--- src/rtl/commit_trace_monitor.sv ---
// commit_trace_monitor: snoops core commits into a FWFT trace buffer, counts cycles/retired instructions, detects jump-to-self halt.
// Ports: clk/reset (async active-low)/clear (sync); en gates tracing; curr_addr/new_addr/instr/reg_wr/waddr/wdata snoop the core;
// rd_* is the FWFT head with rd_ready pop; count/overflow/halted/cycle_cnt/instret_cnt report status.
module commit_trace_monitor #(
  parameter int XLEN        = 32,
  parameter int DEPTH       = 16,
  parameter int CNT_W       = 32,
  parameter int WRAP        = 0,
  parameter int HALT_CYCLES = 2
) (
  input  logic                   clk,
  input  logic                   reset,
  input  logic                   clear,
  input  logic                   en,
  input  logic [XLEN-1:0]        curr_addr,
  input  logic [XLEN-1:0]        new_addr,
  input  logic [31:0]            instr,
  input  logic                   reg_wr,
  input  logic [4:0]             waddr,
  input  logic [XLEN-1:0]        wdata,
  input  logic                   rd_ready,
  output logic                   rd_valid,
  output logic [XLEN-1:0]        rd_pc,
  output logic [4:0]             rd_waddr,
  output logic [XLEN-1:0]        rd_wdata,
  output logic [$clog2(DEPTH):0] count,
  output logic                   overflow,
  output logic                   halted,
  output logic [CNT_W-1:0]       cycle_cnt,
  output logic [CNT_W-1:0]       instret_cnt
);
  localparam int AW = $clog2(DEPTH);
  localparam int SW = $clog2(HALT_CYCLES + 1);
  localparam logic [AW:0]   FULL = (AW+1)'(DEPTH);
  localparam logic [AW:0]   CONE = (AW+1)'(1);
  localparam logic [AW-1:0] PONE = AW'(1);
  localparam logic [SW-1:0] SONE = SW'(1);
  localparam logic [SW-1:0] HC   = SW'(HALT_CYCLES);
  logic [XLEN-1:0]  r_pc [DEPTH];
  logic [4:0]       r_wa [DEPTH];
  logic [XLEN-1:0]  r_wd [DEPTH];
  logic [AW-1:0]    r_wp, r_rp;
  logic [AW:0]      r_count;
  logic [SW-1:0]    r_streak;
  logic             r_ovf, r_halt;
  logic [CNT_W-1:0] r_cyc, r_ins;
  logic             w_active, w_push, w_pop, w_full, w_wr, w_adv;
  assign w_active = en && !r_halt;
  assign w_push   = w_active && reg_wr && (waddr != 5'd0);
  assign w_pop    = rd_valid && rd_ready;
  assign w_full   = r_count == FULL;
  // A full buffer still accepts a push when a pop frees the slot, or when wrapping over the oldest entry.
  assign w_wr     = w_push && (!w_full || w_pop || (WRAP != 0));
  assign w_adv    = w_pop || (w_push && w_full && (WRAP != 0));
  assign rd_valid    = r_count != '0;
  assign rd_pc       = rd_valid ? r_pc[r_rp] : '0;
  assign rd_waddr    = rd_valid ? r_wa[r_rp] : '0;
  assign rd_wdata    = rd_valid ? r_wd[r_rp] : '0;
  assign count       = r_count;
  assign overflow    = r_ovf;
  assign halted      = r_halt;
  assign cycle_cnt   = r_cyc;
  assign instret_cnt = r_ins;
  always_ff @(posedge clk) begin
    if (w_wr) begin
      r_pc[r_wp] <= curr_addr;
      r_wa[r_wp] <= waddr;
      r_wd[r_wp] <= wdata;
    end
  end
  always_ff @(posedge clk or negedge reset) begin
    if (!reset) begin
      r_wp     <= '0;
      r_rp     <= '0;
      r_count  <= '0;
      r_ovf    <= 1'b0;
      r_halt   <= 1'b0;
      r_streak <= '0;
      r_cyc    <= '0;
      r_ins    <= '0;
    end else if (clear) begin
      r_wp     <= '0;
      r_rp     <= '0;
      r_count  <= '0;
      r_ovf    <= 1'b0;
      r_halt   <= 1'b0;
      r_streak <= '0;
      r_cyc    <= '0;
      r_ins    <= '0;
    end else begin
      if (w_wr) r_wp <= r_wp + PONE;
      if (w_adv) r_rp <= r_rp + PONE;
      if (w_wr && !w_adv) r_count <= r_count + CONE;
      else if (w_adv && !w_wr) r_count <= r_count - CONE;
      if (w_push && w_full && !w_pop) r_ovf <= 1'b1;
      if (w_active) begin
        r_cyc <= r_cyc + CNT_W'(r_cyc != '1);
        r_ins <= r_ins + CNT_W'((instr != 32'h0) && (r_ins != '1));
        if (new_addr == curr_addr) begin
          r_streak <= r_streak + SONE;
          if (r_streak + SONE == HC) r_halt <= 1'b1;
        end else begin
          r_streak <= '0;
        end
      end
    end
  end
endmodule

--- config.mk ---
export PLATFORM = sky130hd
export DESIGN_NAME = commit_trace_monitor
export DESIGN_NICKNAME = d
export VERILOG_FILES = /design/src/rtl/commit_trace_monitor.sv
export SDC_FILE = /design/constraint.sdc
export NUM_CORES = 1
export LEC_CHECK = 0
export CAP_MARGIN = 0
export CORE_ASPECT_RATIO = 1.25
export CORE_UTILIZATION = 60
export CTS_BUF_LIST = sky130_fd_sc_hd__clkbuf_4
export CTS_CLUSTER_SIZE = 28
export DETAILED_ROUTE_END_ITERATION = 7
export GPL_TIMING_DRIVEN = 1
export PLACE_DENSITY = 0.81
export SETUP_SLACK_MARGIN = 0.3
export SLEW_MARGIN = 5
export SYNTH_ARGS = -nofsm -noshare
export SYNTH_HDL_FRONTEND = slang
export SYNTH_SLANG_ARGS = --single-unit
export TNS_END_PERCENT = 10
--- constraint.sdc ---
create_clock -name clk -period 3.87 [get_ports clk]
set_input_delay 0.774 -clock clk [delete_from_list [all_inputs] [get_ports clk]]
set_output_delay 0.774 -clock clk [all_outputs]
set_load 0.05 [all_outputs]
# == Yosys cells after proc, flatten, opt, wreduce, memory -nomap -nowiden ==
# Memory sizes are Yosys's and may differ from the RTL's.
# Cells that the tools add are included.
# op_classes
addsub,7
n_eq_ne,5
mux,25
n_reduce_logical,26
# ops
operator,count
32-bit 2-to-1 mux,6
32-bit by 1-bit adder with 32-bit output,2
32-bit inequality test (second input constant),2
32-bit equality test,1
32-bit nonzero test,1
5-bit 2-to-1 mux,4
4-bit 2-to-1 mux,4
2-bit nonzero test,6
1-bit logical AND,10
5-bit nonzero test,2
4-bit by 1-bit adder with 4-bit output (second input constant),2
1-bit 2-to-1 mux,8
2-bit 2-to-1 mux,3
5-bit by 1-bit adder with 5-bit output (second input constant),1
5-bit equality test (second input constant),1
5-bit by 1-bit subtractor with 5-bit output (second input constant),1
1-bit zero test,4
3-bit AND reduction,1
3-bit nonzero test,1
2-bit by 1-bit adder with 2-bit output (second input constant),1
2-bit equality test (second input constant),1
1-bit logical OR,1
# totals
ff_bits,81
ram_bits,1104
input_bits,139
output_inout_bits,141
elab_cells,74
memories,3
# memory_table
memory,words,width,read_ports,rd_clocked_by_memory_dff,write_ports,line,rtl
r_pc,16,32,1,0,1,39,logic [XLEN-1:0] r_pc [DEPTH];
r_wd,16,32,1,0,1,41,logic [XLEN-1:0] r_wd [DEPTH];
r_wa,16,5,1,0,1,40,logic [4:0] r_wa [DEPTH];

# == Depth between registers and ports, before layout ==
# Gate-level depths: netlist of run 1.
# logic_depth
ltp_word,10
depth_mapped,12
depth_no_buf,11

# == Worst setup path after synthesis of run 1 ==
# No wires, ideal clock.
# synth_path
path_type,input port to flip-flop
start,in en
end,"mem r_pc[10][0], enable pin"
setup_time_ps,434
arrival_time_ps,3480
required_time_ps,3436
slack_ps,-44
path_stages,7
path_buffers,2
cell_sequence,nor2b_1 -> clkbuf_1 -> o311a_1 -> buf_2 -> nand2_1 -> nor3b_1 -> and2_1
# synth_via
elab_chain_len,6
# synth_lines
element,line,rtl
from (decl),14,"input logic en,"
1-bit logical AND,48,assign w_active = en && !r_halt;
1-bit logical AND (2 in a row),49,assign w_push = w_active && reg_wr && (waddr != 5'd0);
1-bit logical AND,53,assign w_wr = w_push && (!w_full || w_pop || (WRAP != 0));
1-bit 2-to-1 mux,65,if (w_wr) begin
1-bit 2-to-1 mux (not written as such),66,r_pc[r_wp] <= curr_addr;
to (decl),39,
# Every way passes these cells.

# == Final worst setup path of run 1 ==
# layout_path
start,reg r_rp[0]
end,out rd_pc[9]
# layout_via
elab_chain_len,2
# layout_lines
element,line,rtl
from (decl),42,"logic [AW-1:0] r_wp, r_rp;"
from (signal assigned),92,if (w_adv) r_rp <= r_rp + PONE;
memory read 16 x 32 bit,-,
32-bit 2-to-1 mux,56,assign rd_pc = rd_valid ? r_pc[r_rp] : '0;
to (decl),23,"output logic [XLEN-1:0] rd_pc,"
# Every way passes these cells.

==> impl_results.html, run 1 <==
<table>
<tr><th>Metric</th><th>Value</th></tr>
<tr><th colspan="2">Setup path</th></tr>
<tr><td>Classification of the worst setup path</td><td>register to output port</td></tr>
<tr><td>CP endpoint kind</td><td>output port</td></tr>
<tr><td>Worst setup SP type</td><td>register</td></tr>
<tr><td>Cell family with most CP delay</td><td>multiplexers</td></tr>
<tr><td>FF-to-FF Start</td><td>cycle_cnt[14]$_DFFE_PN0P_</td></tr>
<tr><td>Master of the slowest instance on the critical path</td><td>sky130_fd_sc_hd__dfrtp_4</td></tr>
<tr><td>Source of the critical timing path</td><td>r_rp[0]$_DFFE_PN0P_</td></tr>
<tr><td>CP max stage delay</td><td>about 0.51 ns</td></tr>
<tr><td>Highest net fanout along the worst path</td><td>6</td></tr>
<tr><td>Slack of the worst reg-to-reg path</td><td>0.82 ns</td></tr>
<tr><td>Data arrival, critical path</td><td>3.50 ns</td></tr>
<tr><td>Count of buffering cells on the critical path with inverters included</td><td>5</td></tr>
<tr><td>Sequence of cells on the critical path</td><td>buf_12 -&gt; buf_16 -&gt; buf_12 -&gt; buf_4 -&gt; mux4_2 -&gt; mux4_2 -&gt; and2_1 -&gt; buf_6</td></tr>
<tr><td>Required time of the critical path</td><td>3.10 ns</td></tr>
<tr><th colspan="2">Clock tree</th></tr>
<tr><td>CTS tree</td><td>yes</td></tr>
<tr><td>Clock tree root driver cell</td><td>sky130_fd_sc_hd__clkbuf_4</td></tr>
<tr><td>Maximum buffer depth of the clock tree</td><td>4</td></tr>
<tr><td>Total CTS buffers</td><td>~300</td></tr>
<tr><td>Clock tree sinks</td><td>~1200</td></tr>
<tr><td>Clk Latency, worst-skew pair</td><td>1.12 ns</td></tr>
<tr><td>Maximum level of the CTS H-tree</td><td>5</td></tr>
<tr><td>Clock input transition at the sequential cells of the worst setup and hold paths</td><td>0.08 ns</td></tr>
<tr><th colspan="2">Timing</th></tr>
<tr><td>Minimum setup slack in the final design</td><td>-0.4039 ns</td></tr>
<tr><td>Max-slew violation count</td><td>0</td></tr>
<tr><td>Setup Skew</td><td>between 0.07 and 0.08 ns</td></tr>
<tr><td>Maximum clock rate</td><td>234.0 MHz</td></tr>
<tr><td>Headroom to the max-slew limit</td><td>0.4427</td></tr>
<tr><td>Final hold violation count</td><td>0</td></tr>
<tr><td>Unrepaired setup endpoints after global routing</td><td>yes</td></tr>
<tr><td>Final setup TNS</td><td>-21.47 ns</td></tr>
<tr><td>Slew at the pin with the worst max-slew slack</td><td>0.8359 ns</td></tr>
<tr><td>Min Tclk post-route</td><td>4.274 ns</td></tr>
<tr><td>Final period util</td><td>1.104</td></tr>
<tr><td>Final setup viols</td><td>69</td></tr>
<tr><th colspan="2">Synth</th></tr>
<tr><td>Net count of the mapped netlist</td><td>2290</td></tr>
<tr><td>Portion of synthesized cell area occupied by the leading cell type</td><td>0.7113</td></tr>
<tr><td>Number of storage elements in the synthesis netlist</td><td>approximately 1200</td></tr>
<tr><td>Synth warnings</td><td>0</td></tr>
<tr><td>Cell accounting for the most synthesized area</td><td>sky130_fd_sc_hd__edfxtp_1</td></tr>
<tr><td>Register area share after synthesis</td><td>0.7548</td></tr>
<tr><td>Top_reg_cell synth</td><td>sky130_fd_sc_hd__edfxtp_1</td></tr>
<tr><td>Cells after Synth</td><td>2136</td></tr>
<tr><td>Mapped Avg Cell Area</td><td>21.82 sq um</td></tr>
<tr><td>Synth Cell Area</td><td>46610 sq um</td></tr>
<tr><td>Number of enable flip-flop cells after synthesis</td><td>1104</td></tr>
<tr><td>Asr flop ratio synth</td><td>0.06835</td></tr>
<tr><td>Synth cell types</td><td>47</td></tr>
<tr><td>Synth top area cells</td><td>sky130_fd_sc_hd__edfxtp_1 (71%), sky130_fd_sc_hd__mux4_2 (17%), sky130_fd_sc_hd__dfrtp_1 (4.3%), sky130_fd_sc_hd__and2_1 (1.2%), sky130_fd_sc_hd__xnor2_1 (1.1%)</td></tr>
<tr><th colspan="2">Placed design</th></tr>
<tr><td>Count of port buffers added during placement</td><td>between 200 and 300</td></tr>
<tr><td>Placement Cell Area</td><td>roughly 50000 sq um</td></tr>
<tr><td>Placement Setup Slack</td><td>-0.3496 ns</td></tr>
<tr><td>Total half-perimeter wirelength after legalization and detailed placement</td><td>around 62000 um</td></tr>
<tr><td>Routability congestion estimate from global placement</td><td>0.8557</td></tr>
<tr><th colspan="2">Route</th></tr>
<tr><td>Routed WL</td><td>114600 um</td></tr>
<tr><td>Overall via count from detail_route</td><td>25043</td></tr>
<tr><td>1st-pass router iterations</td><td>5</td></tr>
<tr><td>Post-detailed-route DRC marker count</td><td>0</td></tr>
<tr><td>Via-to-Cell Ratio</td><td>approximately 6.3</td></tr>
<tr><td>Per-cell routed wire length</td><td>28.76 um</td></tr>
<tr><td>Drt first-iter violations</td><td>2279</td></tr>
<tr><td>Detail Route Antenna Nets</td><td>0</td></tr>
<tr><th colspan="2">Job</th></tr>
<tr><td>Count of maximum capacitance violations</td><td>0</td></tr>
<tr><th colspan="2">Global routing</th></tr>
<tr><td>Antenna violations before repair</td><td>9</td></tr>
<tr><td>Maximum number of pins on one net before global-route repair</td><td>between 60 and 70</td></tr>
<tr><td>Number of global-route vias before repair</td><td>around 27000</td></tr>
<tr><td>Final global-route overflow total</td><td>0</td></tr>
<tr><td>GRT Util Overall</td><td>0.2962</td></tr>
<tr><td>Wire length of the first global-routing pass</td><td>between 150000 and 200000 um</td></tr>
<tr><th colspan="2">Final layout</th></tr>
<tr><td>Final net count</td><td>2887</td></tr>
<tr><td>Final design utilization</td><td>0.7308</td></tr>
<tr><td>Area Overhead vs Synth</td><td>19.93%</td></tr>
<tr><td>Fill cell instance count of the final layout</td><td>4203</td></tr>
<tr><td>Total non-filler cell area in the finished layout</td><td>55900 sq um</td></tr>
<tr><td>Proportion of layout cells with a drive suffix above 1</td><td>0.3595</td></tr>
<tr><th colspan="2">Die</th></tr>
<tr><td>Height of the die</td><td>313.6 um</td></tr>
<tr><td>Total I/O pin count</td><td>280</td></tr>
<tr><td>Number of core rows</td><td>around 110</td></tr>
<tr><td>Initial core utilization</td><td>0.6093</td></tr>
<tr><td>Core outline area</td><td>76490 sq um</td></tr>
<tr><td>Die footprint</td><td>roughly 80000 sq um</td></tr>
<tr><td>Die outline width</td><td>~250 um</td></tr>
<tr><th colspan="2">Min path</th></tr>
<tr><td>Startpoint of the lowest-slack hold path</td><td>clear</td></tr>
<tr><td>Type of the worst min-delay path</td><td>primary input to register</td></tr>
<tr><th colspan="2">Outcome</th></tr>
<tr><td>Violated checks</td><td>negative setup slack</td></tr>
<tr><td>Run status</td><td>finished with violations</td></tr>
<tr><th colspan="2">Power and ir drop</th></tr>
<tr><td>VDD IR-drop max</td><td>0.4057 mV</td></tr>
<tr><td>Cell leakage power</td><td>18.17 nW</td></tr>
<tr><td>Power Dens Cells</td><td>623.8 nW/um^2</td></tr>
</table>
## layer usage
layer / GRT usage / part of all wire / wire length, um / up-vias
met2: 0.5077 / 0.52 / 59640 / 1541
met5: 0 / 0.00034 / 39 / -
li1: - / - / - / 10277
met3: 0.07990 / 0.094 / 10740 / 276
met1: 0.3566 / 0.35 / 40080 / 12943
met4: 0.1246 / 0.036 / 4086 / 6
## cells in the final DEF, fill, tap and decap left out, types with 7 or more instances in the layout
cell type | Yosys | routed
sky130_fd_sc_hd__edfxtp_1 | 1104 | 1104
sky130_fd_sc_hd__clkbuf_4 | 0 | 425
sky130_fd_sc_hd__mux4_2 | 345 | 345
sky130_fd_sc_hd__clkdlybuf4s50_1 | 0 | 207
sky130_fd_sc_hd__dfrtp_1 | 81 | 77
sky130_fd_sc_hd__buf_4 | 5 | 72
sky130_fd_sc_hd__nor2_1 | 71 | 71
sky130_fd_sc_hd__xnor2_1 | 59 | 59
sky130_fd_sc_hd__clkinv_1 | 0 | 55
sky130_fd_sc_hd__buf_6 | 5 | 52
sky130_fd_sc_hd__and2_4 | 0 | 51
sky130_fd_sc_hd__buf_12 | 0 | 47
sky130_fd_sc_hd__nand2_1 | 37 | 37
sky130_fd_sc_hd__xor2_1 | 33 | 33
sky130_fd_sc_hd__nor4_1 | 32 | 32
sky130_fd_sc_hd__and2_1 | 88 | 32
sky130_fd_sc_hd__nand4_1 | 28 | 28
sky130_fd_sc_hd__nand3_1 | 24 | 24
sky130_fd_sc_hd__clkinv_2 | 0 | 19
sky130_fd_sc_hd__a21oi_1 | 16 | 16
sky130_fd_sc_hd__nor3_1 | 15 | 15
sky130_fd_sc_hd__buf_16 | 0 | 15
sky130_fd_sc_hd__ha_1 | 14 | 14
sky130_fd_sc_hd__inv_1 | 13 | 13
sky130_fd_sc_hd__o21ai_0 | 12 | 12
sky130_fd_sc_hd__or3_1 | 10 | 10
sky130_fd_sc_hd__and4_1 | 9 | 9
sky130_fd_sc_hd__and3_1 | 7 | 7
## power by group
group          leakage [nW]  internal [mW]  total [mW]  switching, mW
combinational          4.94           5.00        10.6           5.56
sequential             11.1           14.1        14.2          0.106
clock                  2.17           5.19        10.1           4.87
## cells by family (layout without fill, tap and decap cells)
| group | after synthesis | count (layout) | share of synthesized area |
|---|---|---|---|
| AOI/OAI and AO/OA | 39 | 39 | 0.004779 |
| xor gates and xnor gates | 92 | 92 | 0.01729 |
| adders and majority gates | 15 | 15 | 0.004188 |
| buffers and inverters | 116 | 923 | 0.01125 |
| DFF | 1185 | 1185 | 0.7548 |
| muxes | 350 | 350 | 0.1678 |
| other | 0 | 6 | 0 |
| and+or+nand+nor | 339 | 339 | 0.03984 |
## final cells by class
type	count	area, sq um	share of cell area
clock buffers	425	3191	0.05708
flip-flops and latches	1185	35190	0.6296
clock inverters	82	384.1	0.006872
well taps	1035	1295	0.02317
diodes	6	15.01	0.0002686
inverters	13	48.80	0.0008730
multi-input cells	835	11040	0.1976
repair buffers	403	4725	0.08452
## synthesized netlist by cell type, drive strengths merged (16+ instances only)
master,n
buf,53
nor2,71
edfxtp,1104
a21oi,16
xnor2,59
nand2,37
dfrtp,81
xor2,33
nand3,25
nor4,32
nand4,28
and2,88
mux4,345
clkbuf,50
## sequential cells by signal (all words and copies together) (netlist names)
name and cells:
r_rp 4, r_wd 512, r_wa 80, r_pc 512
instret_cnt 32, overflow 1, r_streak 2, r_wp 4
count 5, halted 1, cycle_cnt 32
## stage by stage
stage                     cells  hold WS, ns  power (mW)
after global routing       3981       0.2048       36.12
after detailed placement   3447       0.4904       23.70
after CTS                  3974      0.08720       34.77
after global placement     3447       0.4643       23.51
final                      3984       0.2228       34.87
after floorplan            2136       0.4498       20.85
## timing repair
action | in CTS | in global routing
hold buffers | 1 | 0
setup endpoints to repair | 70 | 70
cloned | 7 | 2
buffers inserted | 12 | 2
gates resized for setup | 112 | 26
endpoints found under the hold margin | 62 | 0
## worst register-to-register path: stages (launching register included)
cell,delay [ns]
sky130_fd_sc_hd__dfrtp_1,0.44
sky130_fd_sc_hd__and4_1,0.23
sky130_fd_sc_hd__nand3_1,0.33
sky130_fd_sc_hd__or4_1,0.22
sky130_fd_sc_hd__ha_1,0.20
sky130_fd_sc_hd__nand4b_1,0.38
sky130_fd_sc_hd__or3_1,0.58
sky130_fd_sc_hd__nor4_1,0.30
sky130_fd_sc_hd__xnor2_1,0.18
sky130_fd_sc_hd__nor2_1,0.05
## final timing paths
kind / to / depth (start not counted)
hold / removal: instret_cnt[3]$_DFFE_PN0P_ / 2
max in group asynchronous: instret_cnt[27]$_DFFE_PN0P_ / 3
hold reg to reg: r_streak[1]$_DFFE_PN0P_ / 2
setup reg to reg: cycle_cnt[23]$_DFFE_PN0P_ / 9
setup / recovery: rd_pc[9] / 8
min in group asynchronous: instret_cnt[23]$_DFFE_PN0P_ / 2
No activity file was read; power rests on OpenSTA's default activity.
==> inputs of run 2 (changes only) <==
Settings changed: CAP_MARGIN 0 to 20.
==> results of run 2 <==
Final layout, timing and power as in run 1 (identical DEF).
